## src/rtl/kernel_top_vn_stream_join2_pkg.sv

```systemverilog
// Shared constants and types for the two-lane stream join and its lane FIFOs.
package kernel_top_vn_stream_join2_pkg;

  localparam int STREAMW_DEF = 34;
  localparam int DEPTH_DEF   = 4;

  // Occupancy needs one extra bit so that a full FIFO (count == DEPTH) is representable.
  function automatic int cnt_width(input int depth);
    return $clog2(depth) + 1;
  endfunction

  typedef logic [STREAMW_DEF-1:0] lane_word_t;

endpackage

```

## src/rtl/kernel_top_vn_stream_join2_lane_fifo.sv

```systemverilog
// Circular elastic FIFO for one join lane; the full flag is a register so
// upstream ready never depends combinationally on the downstream pop.
module kernel_top_vn_lane_fifo
  import kernel_top_vn_stream_join2_pkg::*;
#(
  parameter int STREAMW = STREAMW_DEF,
  parameter int DEPTH   = DEPTH_DEF,
  parameter int CNTW    = cnt_width(DEPTH)
) (
  input  logic               clk,
  input  logic               rst,
  input  logic               push,
  input  logic               pop,
  input  logic [STREAMW-1:0] din,
  output logic [STREAMW-1:0] head,
  output logic [CNTW-1:0]    count,
  output logic               full,
  output logic               empty
);

  localparam int PW = (DEPTH > 1) ? $clog2(DEPTH) : 1;

  logic [STREAMW-1:0] mem [DEPTH];
  logic [PW-1:0]      wr_ptr;
  logic [PW-1:0]      rd_ptr;
  logic [CNTW-1:0]    count_q;
  logic [CNTW-1:0]    count_nxt;
  logic               full_q;

  always_comb begin
    count_nxt = count_q;
    case ({push, pop})
      2'b10:   count_nxt = count_q + 1'b1;
      2'b01:   count_nxt = count_q - 1'b1;
      default: count_nxt = count_q;
    endcase
  end

  // full_q resets high so no push is accepted while reset is held; it tracks
  // count_nxt so a push is still refused in a full cycle that also pops.
  always_ff @(posedge clk or negedge rst) begin
    if (!rst) begin
      wr_ptr  <= '0;
      rd_ptr  <= '0;
      count_q <= '0;
      full_q  <= 1'b1;
    end else begin
      if (push) wr_ptr <= wr_ptr + 1'b1;
      if (pop)  rd_ptr <= rd_ptr + 1'b1;
      count_q <= count_nxt;
      full_q  <= (count_nxt == CNTW'(DEPTH));
    end
  end

  always_ff @(posedge clk) begin
    if (push) mem[wr_ptr] <= din;
  end

  assign head  = mem[rd_ptr];
  assign count = count_q;
  assign full  = full_q;
  assign empty = (count_q == '0);

endmodule

```

## src/rtl/kernel_top_vn_stream_join2.sv

```systemverilog
// Two-lane stream join: each lane is buffered in its own FIFO and one joined
// word (out1, out2) is emitted only when both lanes hold data.
module kernel_top_vn_stream_join2
  import kernel_top_vn_stream_join2_pkg::*;
#(
  parameter int STREAMW = STREAMW_DEF,
  parameter int DEPTH   = DEPTH_DEF,
  parameter int CNTW    = cnt_width(DEPTH)
) (
  input  logic               clk,
  input  logic               rst,
  input  logic               ivalid_in1,
  input  logic [STREAMW-1:0] in1,
  output logic               iready_in1,
  input  logic               ivalid_in2,
  input  logic [STREAMW-1:0] in2,
  output logic               iready_in2,
  output logic               ovalid,
  input  logic               oready,
  output logic [STREAMW-1:0] out1,
  output logic [STREAMW-1:0] out2,
  output logic [CNTW-1:0]    count1,
  output logic [CNTW-1:0]    count2
);

  // Handshake: a transfer happens on a rising edge where valid & ready are both
  // high; valid never waits on ready, and once raised, valid and data hold until taken.
  logic full1, full2;
  logic empty1, empty2;
  logic push1, push2;
  logic pop;

  assign iready_in1 = ~full1;
  assign iready_in2 = ~full2;
  assign push1      = ivalid_in1 & ~full1;
  assign push2      = ivalid_in2 & ~full2;
  assign ovalid     = ~empty1 & ~empty2;
  assign pop        = ovalid & oready;

  kernel_top_vn_lane_fifo #(
    .STREAMW (STREAMW),
    .DEPTH   (DEPTH),
    .CNTW    (CNTW)
  ) u_lane1 (
    .clk   (clk),
    .rst   (rst),
    .push  (push1),
    .pop   (pop),
    .din   (in1),
    .head  (out1),
    .count (count1),
    .full  (full1),
    .empty (empty1)
  );

  kernel_top_vn_lane_fifo #(
    .STREAMW (STREAMW),
    .DEPTH   (DEPTH),
    .CNTW    (CNTW)
  ) u_lane2 (
    .clk   (clk),
    .rst   (rst),
    .push  (push2),
    .pop   (pop),
    .din   (in2),
    .head  (out2),
    .count (count2),
    .full  (full2),
    .empty (empty2)
  );

endmodule

```

## config.mk

```make
export PLATFORM = sky130hd
export DESIGN_NAME = kernel_top_vn_stream_join2
export DESIGN_NICKNAME = d
export VERILOG_FILES = /design/src/rtl/kernel_top_vn_stream_join2_pkg.sv /design/src/rtl/kernel_top_vn_stream_join2_lane_fifo.sv /design/src/rtl/kernel_top_vn_stream_join2.sv
export SDC_FILE = /design/constraint.sdc
export NUM_CORES = 1
export LEC_CHECK = 0
export CAP_MARGIN = 20
export CORE_MARGIN = 2
export CORE_UTILIZATION = 59
export CTS_CLUSTER_DIAMETER = 150
export DETAILED_ROUTE_END_ITERATION = 12
export GPL_TIMING_DRIVEN = 0
export PLACE_DENSITY = 0.93
export SLEW_MARGIN = 20
export SYNTH_ARGS = -nofsm -noshare
export SYNTH_HDL_FRONTEND = slang
export SYNTH_SLANG_ARGS = --single-unit
```

## constraint.sdc

```tcl
create_clock -name clk -period 5.9 [get_ports clk]
set_input_delay 1.18 -clock clk [delete_from_list [all_inputs] [get_ports clk]]
set_output_delay 1.18 -clock clk [all_outputs]
set_load 0.01 [all_outputs]
```

* Word level (Yosys, flattened, before mapping) *
Memory sizes are Yosys's and may differ from the RTL's.
Cells that the tools add are included.

storage, ports and cells
  bits in registers = 16
  memory bits (writable) = 272
  bits of input ports = 73
  output and inout port bits = 77
  memories = 2

operators by class
  $add $sub $neg = 8
  equality and inequality tests = 6
  multiplexer cells = 6
  bitwise logic cells = 8
  reductions and logical operators = 2

memory list
  memory       depth  width  read ports  clocked after memory_dff  write ports  line                                        text
  u_lane1.mem  4      34     1           0                         1            kernel_top_vn_stream_join2_lane_fifo.sv:23  logic [STREAMW-1:0] mem [DEPTH];
  u_lane2.mem  4      34     1           0                         1            kernel_top_vn_stream_join2_lane_fifo.sv:23

operators with widths
  operator                                           number
  case mux 3 bit (2 select lines)                    2
  adder 2 x 1 -> 2 bit (second input constant)       4
  adder 3 x 1 -> 3 bit (second input constant)       2
  == test 3 bit (second input constant)              2
  logical NOT 3 bit                                  2
  subtractor 3 x 1 -> 3 bit (second input constant)  2
  bitwise AND 1 bit                                  4
  == test 2 x 1 -> 1 bit (second input constant)     2
  == test 2 bit (second input constant)              2
  two-way mux 1 bit                                  4
  NOT 1 bit                                          4

* Longest topological paths before layout *
Gate-level depths: netlist (run 1).

  depth after elaboration = 7
  gate-level depth with buffers = 9

* Hierarchy *
From an unflattened synthesis (run 1), not the netlist that was laid out.

unflattened totals
  cell total of the unflattened synthesis = 441
  area total of the unflattened synthesis = 10837.9 sq um

by module, submodules not included
  module                              times used  cells an instance  area each (sq um)  sequential area each (sq um)
  kernel_top_vn_lane_fifo at u_lane2  1           219                5412.7             4285.4
  kernel_top_vn_lane_fifo at u_lane1  1           216                5388.9             4285.4
  kernel_top_vn_stream_join2          1           6                  36.3               0.0

* Least setup slack after synthesis (run 1) *
No wires, ideal clock.

  path type = input port to flip-flop
  start = in oready
  end = reg u_lane1.full_q, in the netlist u_lane1.full
  arrival = 2.783 ns
  slack = 3.027 ns
  stages on the path = 7
  path buffers = 0
  path through = nor3b_2 -> ha_1 -> inv_1 -> fa_1 -> xor2_1 -> or3_1 -> a211oi_1

between the ends
  longest elaborated chain between the ends = 4

RTL lines
  item                                                     line                                        text
  start, declared                                          kernel_top_vn_stream_join2.sv:19            input logic oready,
  bitwise AND 1 bit *                                      kernel_top_vn_stream_join2.sv:38            assign pop = ovalid & oready;
  == test 2 x 1 -> 1 bit or == test 2 bit (tied branches)  kernel_top_vn_stream_join2_lane_fifo.sv:32  case ({push, pop})
  case mux 3 bit (2 select lines) *                        kernel_top_vn_stream_join2_lane_fifo.sv:32
  == test 3 bit *                                          kernel_top_vn_stream_join2_lane_fifo.sv:51  full_q <= (count_nxt == CNTW'(DEPTH));
  end signal, assigned                                     kernel_top_vn_stream_join2_lane_fifo.sv:51
  end, declared                                            kernel_top_vn_stream_join2_lane_fifo.sv:28  logic full_q;

Mark *: on every way between the ends. The rest lies on a longest branch, timed or not.
A chain may end at the register's enable or synchronous reset.

* Worst setup path in the final report (run 1) *
  start = reg u_lane2.rd_ptr[1]
  end = out out2[26]

between the ends
  longest elaborated chain between the ends = 1

RTL lines
  item                    line                                        text
  start, declared         kernel_top_vn_stream_join2_lane_fifo.sv:25  logic [PW-1:0] rd_ptr;
  start signal, assigned  kernel_top_vn_stream_join2_lane_fifo.sv:49  if (pop) rd_ptr <= rd_ptr + 1'b1;
  memory (4 x 34 bit)     --
  end, declared           kernel_top_vn_stream_join2.sv:21            output logic [STREAMW-1:0] out2,

Every way passes these cells.

==> impl_metrics.json, run 1 <==
{
  "status": "finished clean",
  "avgViaCountPerCell": 5.76,
  "grt_pass1_vias": 5572,
  "via_count": 5064,
  "io_pins": 150,
  "grt_max_degree": 30,
  "syn-num-nets": 528,
  "gp_congestion": 0.758,
  "ctsResizeCount": 0,
  "fin_crit_sh": 0.585,
  "synth_common_cells": "272 x edfxtp_1, 56 x mux4_2, 14 x dfrtp_1, 14 x inv_1, 12 x mux4_1",
  "post_cts_buffers": 0,
  "ff2ff_path_depth": 8,
  "grt_usage": 0.211,
  "htree_levels": 1,
  "grt_pass1_wl_mm": 31.4,
  "setup_violations": 0,
  "r2r_end": "u_lane1.full$_DFF_PN1_",
  "fin_area_um2": 13600,
  "synth_area_um2": 10800,
  "insertion_delay_ns": 0.52,
  "start_util": 0.603,
  "synth_cell_type_count": 24,
  "antenna_left": 0,
  "avgSynthCellArea_um2": 24.4,
  "die-area_um2": 19500,
  "rsz0062_at_grt": "no",
  "hold_start": "u_lane2.count[0]$_DFF_PN0_",
  "cts-root-to-sink-buffers": 3,
  "holdPathStages": 1,
  "ys_async_sr_fraction": 0.0556,
  "drive_gt1_frac": 0.194,
  "synth_edf_count": 272,
  "cts.sinks": 288,
  "dieWidth_um": 139,
  "coreArea_um2": 18000,
  "cp.arrival_ns": 2.27,
  "power_density_nw_per_um2": 501,
  "ys_seq_area_frac": 0.791,
  "die_h_um": 139,
  "initialDrtViolationCount": 232,
  "start_kind": "flop",
  "worstMarginPinSlew_ns": 0.725,
  "path_clk_slew_ns": 0.06,
  "dp_hpwl_mm": 13.3,
  "port_buffers": 149,
  "cts_root_buf": "clkbuf_16",
  "globalRouteOverflowTotal": 0,
  "ys.flop_type": "edfxtp_1",
  "cts-hold-fix-buffers": 0,
  "r2r_slack_ns": 3.33,
  "crit_type": "flop to output pin",
  "cts_buffers": 28,
  "drt-total-wl_mm": 20.2,
  "fin_setup_tns_ns": 0,
  "ir_drop_mv": 0.365,
  "yosys.area.top_type": "edfxtp_1",
  "post_dp_cell_area_um2": 12800,
  "fin_crit_ns": 3.45,
  "synth-seq-cells": 288,
  "slew_headroom": 0.515,
  "hold_violations": 0,
  "fmax_mhz": 290,
  "crit_required_ns": 4.72,
  "drtPass1Iterations": 4,
  "wire_per_inst_um": 22.9,
  "fin_skew_ns": 0.0154,
  "antenna_found_initial": 0,
  "yosysMostFrequentCell": "edfxtp_1",
  "synth_warnings": 0,
  "min_to": "u_lane2.count[0]$_DFF_PN0_",
  "syn_inst": 443,
  "antenna_cells": 0,
  "slew_viol_final": 0,
  "synthTopCellsByArea": "edfxtp_1 75%, mux4_2 12%, dfrtp_1 3.2%",
  "drc": 0,
  "synth_top_area_frac": 0.754,
  "cts_tree": "yes",
  "crit_path_end_kind": "output pin",
  "final_nets": 715,
  "leakage_nw": 4.59,
  "synthToLayoutAreaGrowth_pct": 25.9,
  "max_cap_viol_count": 0,
  "crit_fanout": 10,
  "reg2reg_from": "u_lane1.count[0]$_DFF_PN0_",
  "min_path_type": "flop to flop",
  "row_count": 49
}
[cells by family (layout without fill, tap and decap cells)]
family                   count (synthesis)  after routing  share of synthesized area
adder cells (fa/ha/maj)                 12             12                     0.0152
AO/OA/AOI/OAI                            7              7                    0.00370
flip-flops                             288            288                      0.791
XOR/XNOR                                10             10                    0.00809
multiplexers                            69             69                      0.146
buffers and inverters                   32            239                     0.0224
AND/OR/NAND/NOR                         25             25                     0.0127
[layout make-up]
class                   instances  area (µm²)
inverters                      14        52.6
multi-input cells             123        2030
clock inverters                13        90.1
fillers                       925        4320
well taps                     229         287
clock buffers                  37         756
plain buffers                  18         190
flip-flops and latches        288        8570
repair buffers                157        1670
[placed cells by master (no fill, tap or decap)]
cell type,n
mux2i_1,1
clkinv_2,2
clkbuf_16,29
ha_1,10
nor3_1,4
nor2b_1,2
clkinvlp_4,2
mux4_1,12
nor3b_2,1
a211oi_1,2
or3_1,2
buf_6,2
buf_2,8
bufinv_16,1
xor2_1,6
nand2_1,7
mux4_2,56
o21ai_0,5
inv_6,1
clkdlybuf4s50_1,149
xnor2_1,4
and2_2,8
clkinv_1,7
inv_1,14
dfstp_2,2
edfxtp_1,272
buf_16,2
nor2_1,1
fa_1,2
buf_12,12
clkbuf_1,10
dfrtp_1,14
[routing by layer]
metal / part of all wire / vias to the layer above / track usage
met2: 0.55 / 139 / 0.380
met3: 0.042 / 30 / 0.0320
li1: - / 2225 / -
met5: 0 / - / 0
met4: 0.023 / 0 / 0.0611
met1: 0.39 / 2670 / 0.270
[report_power, final]
part | switching, mW | total (mW) | internal, mW
Clock | 0.683 | 1.62 | 0.939
Sequential | 0.114 | 2.79 | 2.68
Combinational | 1.10 | 2.42 | 1.32
Total | 1.90 | 6.84 | 4.94
[critical path, cell delays in order, from the launching register on]
cell and delay (ns):
dfrtp_1 0.31, buf_2 0.22, buf_2 0.33, mux4_2 0.39
clkdlybuf4s50_1 0.50
[sequential cells by signal, indices dropped and copies added (netlist names)]
name            flops
u_lane2.mem       136
u_lane1.wr_ptr      2
u_lane2.full        1
u_lane2.rd_ptr      2
u_lane1.count       3
u_lane1.rd_ptr      2
u_lane1.full        1
u_lane2.wr_ptr      2
u_lane2.count       3
u_lane1.mem       136
[how the worst max path moves through the flow]
stage                             startpoint                          end  slack, ns
5_1_grt        u_lane2.rd_ptr[1]$_DFFE_PN0N_                     out2[26]       2.32
2_1_floorplan                         oready       u_lane1.full$_DFF_PN1_       3.03
4_1_cts        u_lane2.rd_ptr[1]$_DFFE_PN0N_                     out2[29]       2.40
3_3_place_gp                      ivalid_in2  u_lane2.mem[2][6]$_DFFE_PP_       2.07
3_5_place_dp                          oready       u_lane1.full$_DFF_PN1_       2.23
6_report       u_lane2.rd_ptr[1]$_DFFE_PN0N_                     out2[26]       2.45
[through the flow]
stage / instances / util / total power, mW / worst slack [ns] / hold slack (ns)
6_report: 879 / 0.759 / 6.84 / 2.45 / 0.567
5_1_grt: 879 / 0.759 / 7.13 / 2.32 / 0.604
4_1_cts: 879 / 0.759 / 6.92 / 2.40 / 0.569
3_5_place_dp: 829 / 0.712 / 5.28 / 2.23 / 0.556
3_3_place_gp: 821 / 0.702 / 5.10 / 2.07 / 0.530
2_1_floorplan: 443 / - / 4.13 / 3.03 / 0.567
(Power assumes the default switching activity.)
==> run 2: changes to the inputs <==
--- a/config.mk
+++ b/config.mk
@@ -7,11 +7,11 @@
 export LEC_CHECK = 0
 export CAP_MARGIN = 20
 export CORE_MARGIN = 2
-export CORE_UTILIZATION = 59
+export CORE_UTILIZATION = 54
 export CTS_CLUSTER_DIAMETER = 150
 export DETAILED_ROUTE_END_ITERATION = 12
 export GPL_TIMING_DRIVEN = 0
-export PLACE_DENSITY = 0.93
+export PLACE_DENSITY = 0.87
 export SLEW_MARGIN = 20
 export SYNTH_ARGS = -nofsm -noshare
 export SYNTH_HDL_FRONTEND = slang
==> constraint.sdc (replaced) <==
create_clock -name clk -period 3.6 [get_ports clk]
set_input_delay 0.72 -clock clk [delete_from_list [all_inputs] [get_ports clk]]
set_output_delay 0.72 -clock clk [all_outputs]
set_load 0.01 [all_outputs]
==> impl_metrics.json, run 2 (same netlist as run 1, synthesis figures left out) <==
{
  "netSwitchingFraction": 0.280,
  "fin_crit_sh": 0.833,
  "critical_path.cell_chain": "buf_2 -> buf_2 -> mux4_2 -> clkdlybuf4s50_1",
  "cts_buffers": 28,
  "hold_violations": 0,
  "fmax_mhz": 334,
  "grt_pass1_wl_mm": 31.9,
  "slew_headroom": 0.451,
  "htree_levels": 1,
  "drc": 0,
  "antenna_left": 0,
  "max_cap_viol_count": 0,
  "drive_gt1_frac": 0.199,
  "slew_viol_final": 0,
  "holdPathStages": 1,
  "fin_setup_tns_ns": 0,
  "min_path_type": "flop to flop",
  "crit_slowest_cell": "clkdlybuf4s50_1",
  "power_density_nw_per_um2": 827,
  "final_nets": 715,
  "cts.sinks": 288,
  "ir_drop_mv": 0.455,
  "dieWidth_um": 146,
  "layout_commonest_cell": "edfxtp_1",
  "crit_path_end_kind": "output pin",
  "cts-hold-fix-buffers": 0,
  "die_h_um": 146,
  "io_pins": 150,
  "insertion_delay_ns": 0.52,
  "fin_crit_ns": 3.00,
  "wire_per_inst_um": 22.6,
  "globalRouteOverflowTotal": 0,
  "antenna_cells": 0,
  "synthToLayoutAreaGrowth_pct": 26.9,
  "fin_skew_ns": 0.00883,
  "path_clk_slew_ns": 0.06,
  "start_util": 0.553,
  "drtPass1Iterations": 5,
  "cpPeakStageDelay_ns": 0.51,
  "top_regs": "u_lane1.mem: 136 flops, u_lane2.mem: 136 flops",
  "comb_power_share": 0.352,
  "post_dp_cell_area_um2": 12900,
  "dp_hpwl_mm": 13.7,
  "cts_tree": "yes",
  "leakage_nw": 4.62,
  "grt_pass1_vias": 5612,
  "crit_fanout": 10,
  "grt_max_degree": 28,
  "via_count": 5100,
  "coreArea_um2": 19600,
  "fin_area_um2": 13700,
  "p_seq_frac": 0.403,
  "avgViaCountPerCell": 5.56,
  "cp_num_buf_inv": 3,
  "start_kind": "flop",
  "p_switching_mw": 3.18,
  "ctsResizeCount": 0,
  "post_cts_buffers": 0,
  "cpMostUsedCell": "buf_2",
  "place_ws_ns": 0.338,
  "clkPwrFrac": 0.244,
  "die-area_um2": 21200,
  "initialDrtViolationCount": 387,
  "port_buffers": 149,
  "p_int_mw": 8.18,
  "row_count": 51,
  "drt-total-wl_mm": 20.8,
  "cp.arrival_ns": 2.28,
  "cts-root-to-sink-buffers": 3,
  "cts_root_buf": "clkbuf_16",
  "setup_violations": 0,
  "fin_ws_ns": 0.602,
  "grt_usage": 0.197,
  "crit_required_ns": 2.88,
  "mostFrequentLayoutCells": "272 x edfxtp_1, 149 x clkdlybuf4s50_1, 56 x mux4_2, 29 x clkbuf_16",
  "worstSetupPathDepth": 4,
  "gp_congestion": 0.684,
  "path_delay_family": "buffers and inverters",
  "ff2ff_path_depth": 8,
  "crit_type": "flop to output pin",
  "worstMarginPinSlew_ns": 0.822,
  "status": "finished clean",
  "antenna_found_initial": 0,
  "rsz0062_at_grt": "no"
}
==> run 2: layout make-up <==
| cell class | count | area (µm²) |
|---|---|---|
| flip-flops and latches | 288 | 8570 |
| clock inverters | 18 | 141 |
| well taps | 265 | 332 |
| repair buffers | 157 | 1680 |
| clock buffers | 34 | 744 |
| plain buffers | 18 | 190 |
| fillers | 1175 | 5850 |
| inverters | 14 | 52.6 |
| multi-input cells | 123 | 2030 |
==> run 2: through the flow <==
stage | total power [mW] | util | std cells | hold WS (ns)
2_1_floorplan | 6.77 | - | 443 | 0.424
3_3_place_gp | 8.39 | 0.646 | 857 | 0.527
3_5_place_dp | 8.69 | 0.656 | 865 | 0.575
4_1_cts | 11.5 | 0.701 | 917 | 0.585
5_1_grt | 11.8 | 0.701 | 917 | 0.600
6_report | 11.4 | 0.701 | 917 | 0.581
==> run 2: path summary, 6_finish.rpt <==
check                                               from                             to  slack (ns)
hold / removal                u_lane2.count[0]$_DFF_PN0_     u_lane2.count[0]$_DFF_PN0_        0.58
setup reg to reg              u_lane2.count[0]$_DFF_PN0_         u_lane1.full$_DFF_PN1_        0.95
max in group asynchronous                            rst  u_lane2.rd_ptr[1]$_DFFE_PN0N_        2.41
min in group asynchronous                            rst     u_lane2.count[0]$_DFF_PN0_        0.68
setup / recovery           u_lane1.rd_ptr[1]$_DFFE_PN0N_                       out1[30]        0.60
hold reg to reg               u_lane2.count[0]$_DFF_PN0_     u_lane2.count[0]$_DFF_PN0_        0.58
==> run 2: power by group through the flow <==
stage | clock network [mW] | logic (mW) | registers (mW)
5_1_grt | 2.96 | 4.24 | 4.63
3_3_place_gp | 0 | 3.78 | 4.61
3_5_place_dp | 0 | 4.04 | 4.65
6_report | 2.78 | 4.00 | 4.58
4_1_cts | 2.82 | 4.08 | 4.59
2_1_floorplan | 0 | 2.17 | 4.60
==> run 2: worst register-to-register path, stage by stage, from the launching register on <==
cell      delay (ns)
dfrtp_1         0.42
nor3_1          0.15
nor3b_2         0.48
ha_1            0.30
inv_1           0.07
fa_1            0.37
xor2_1          0.16
or3_1           0.33
a211oi_1        0.28
==> run 2: routing by layer <==
metal,global-route usage,vias to the layer above,share of wire
met3,0.0323,34,0.044
met1,0.256,2679,0.40
met4,0.0642,0,0.026
met2,0.343,158,0.53
met5,0,-,0
li1,-,2229,-
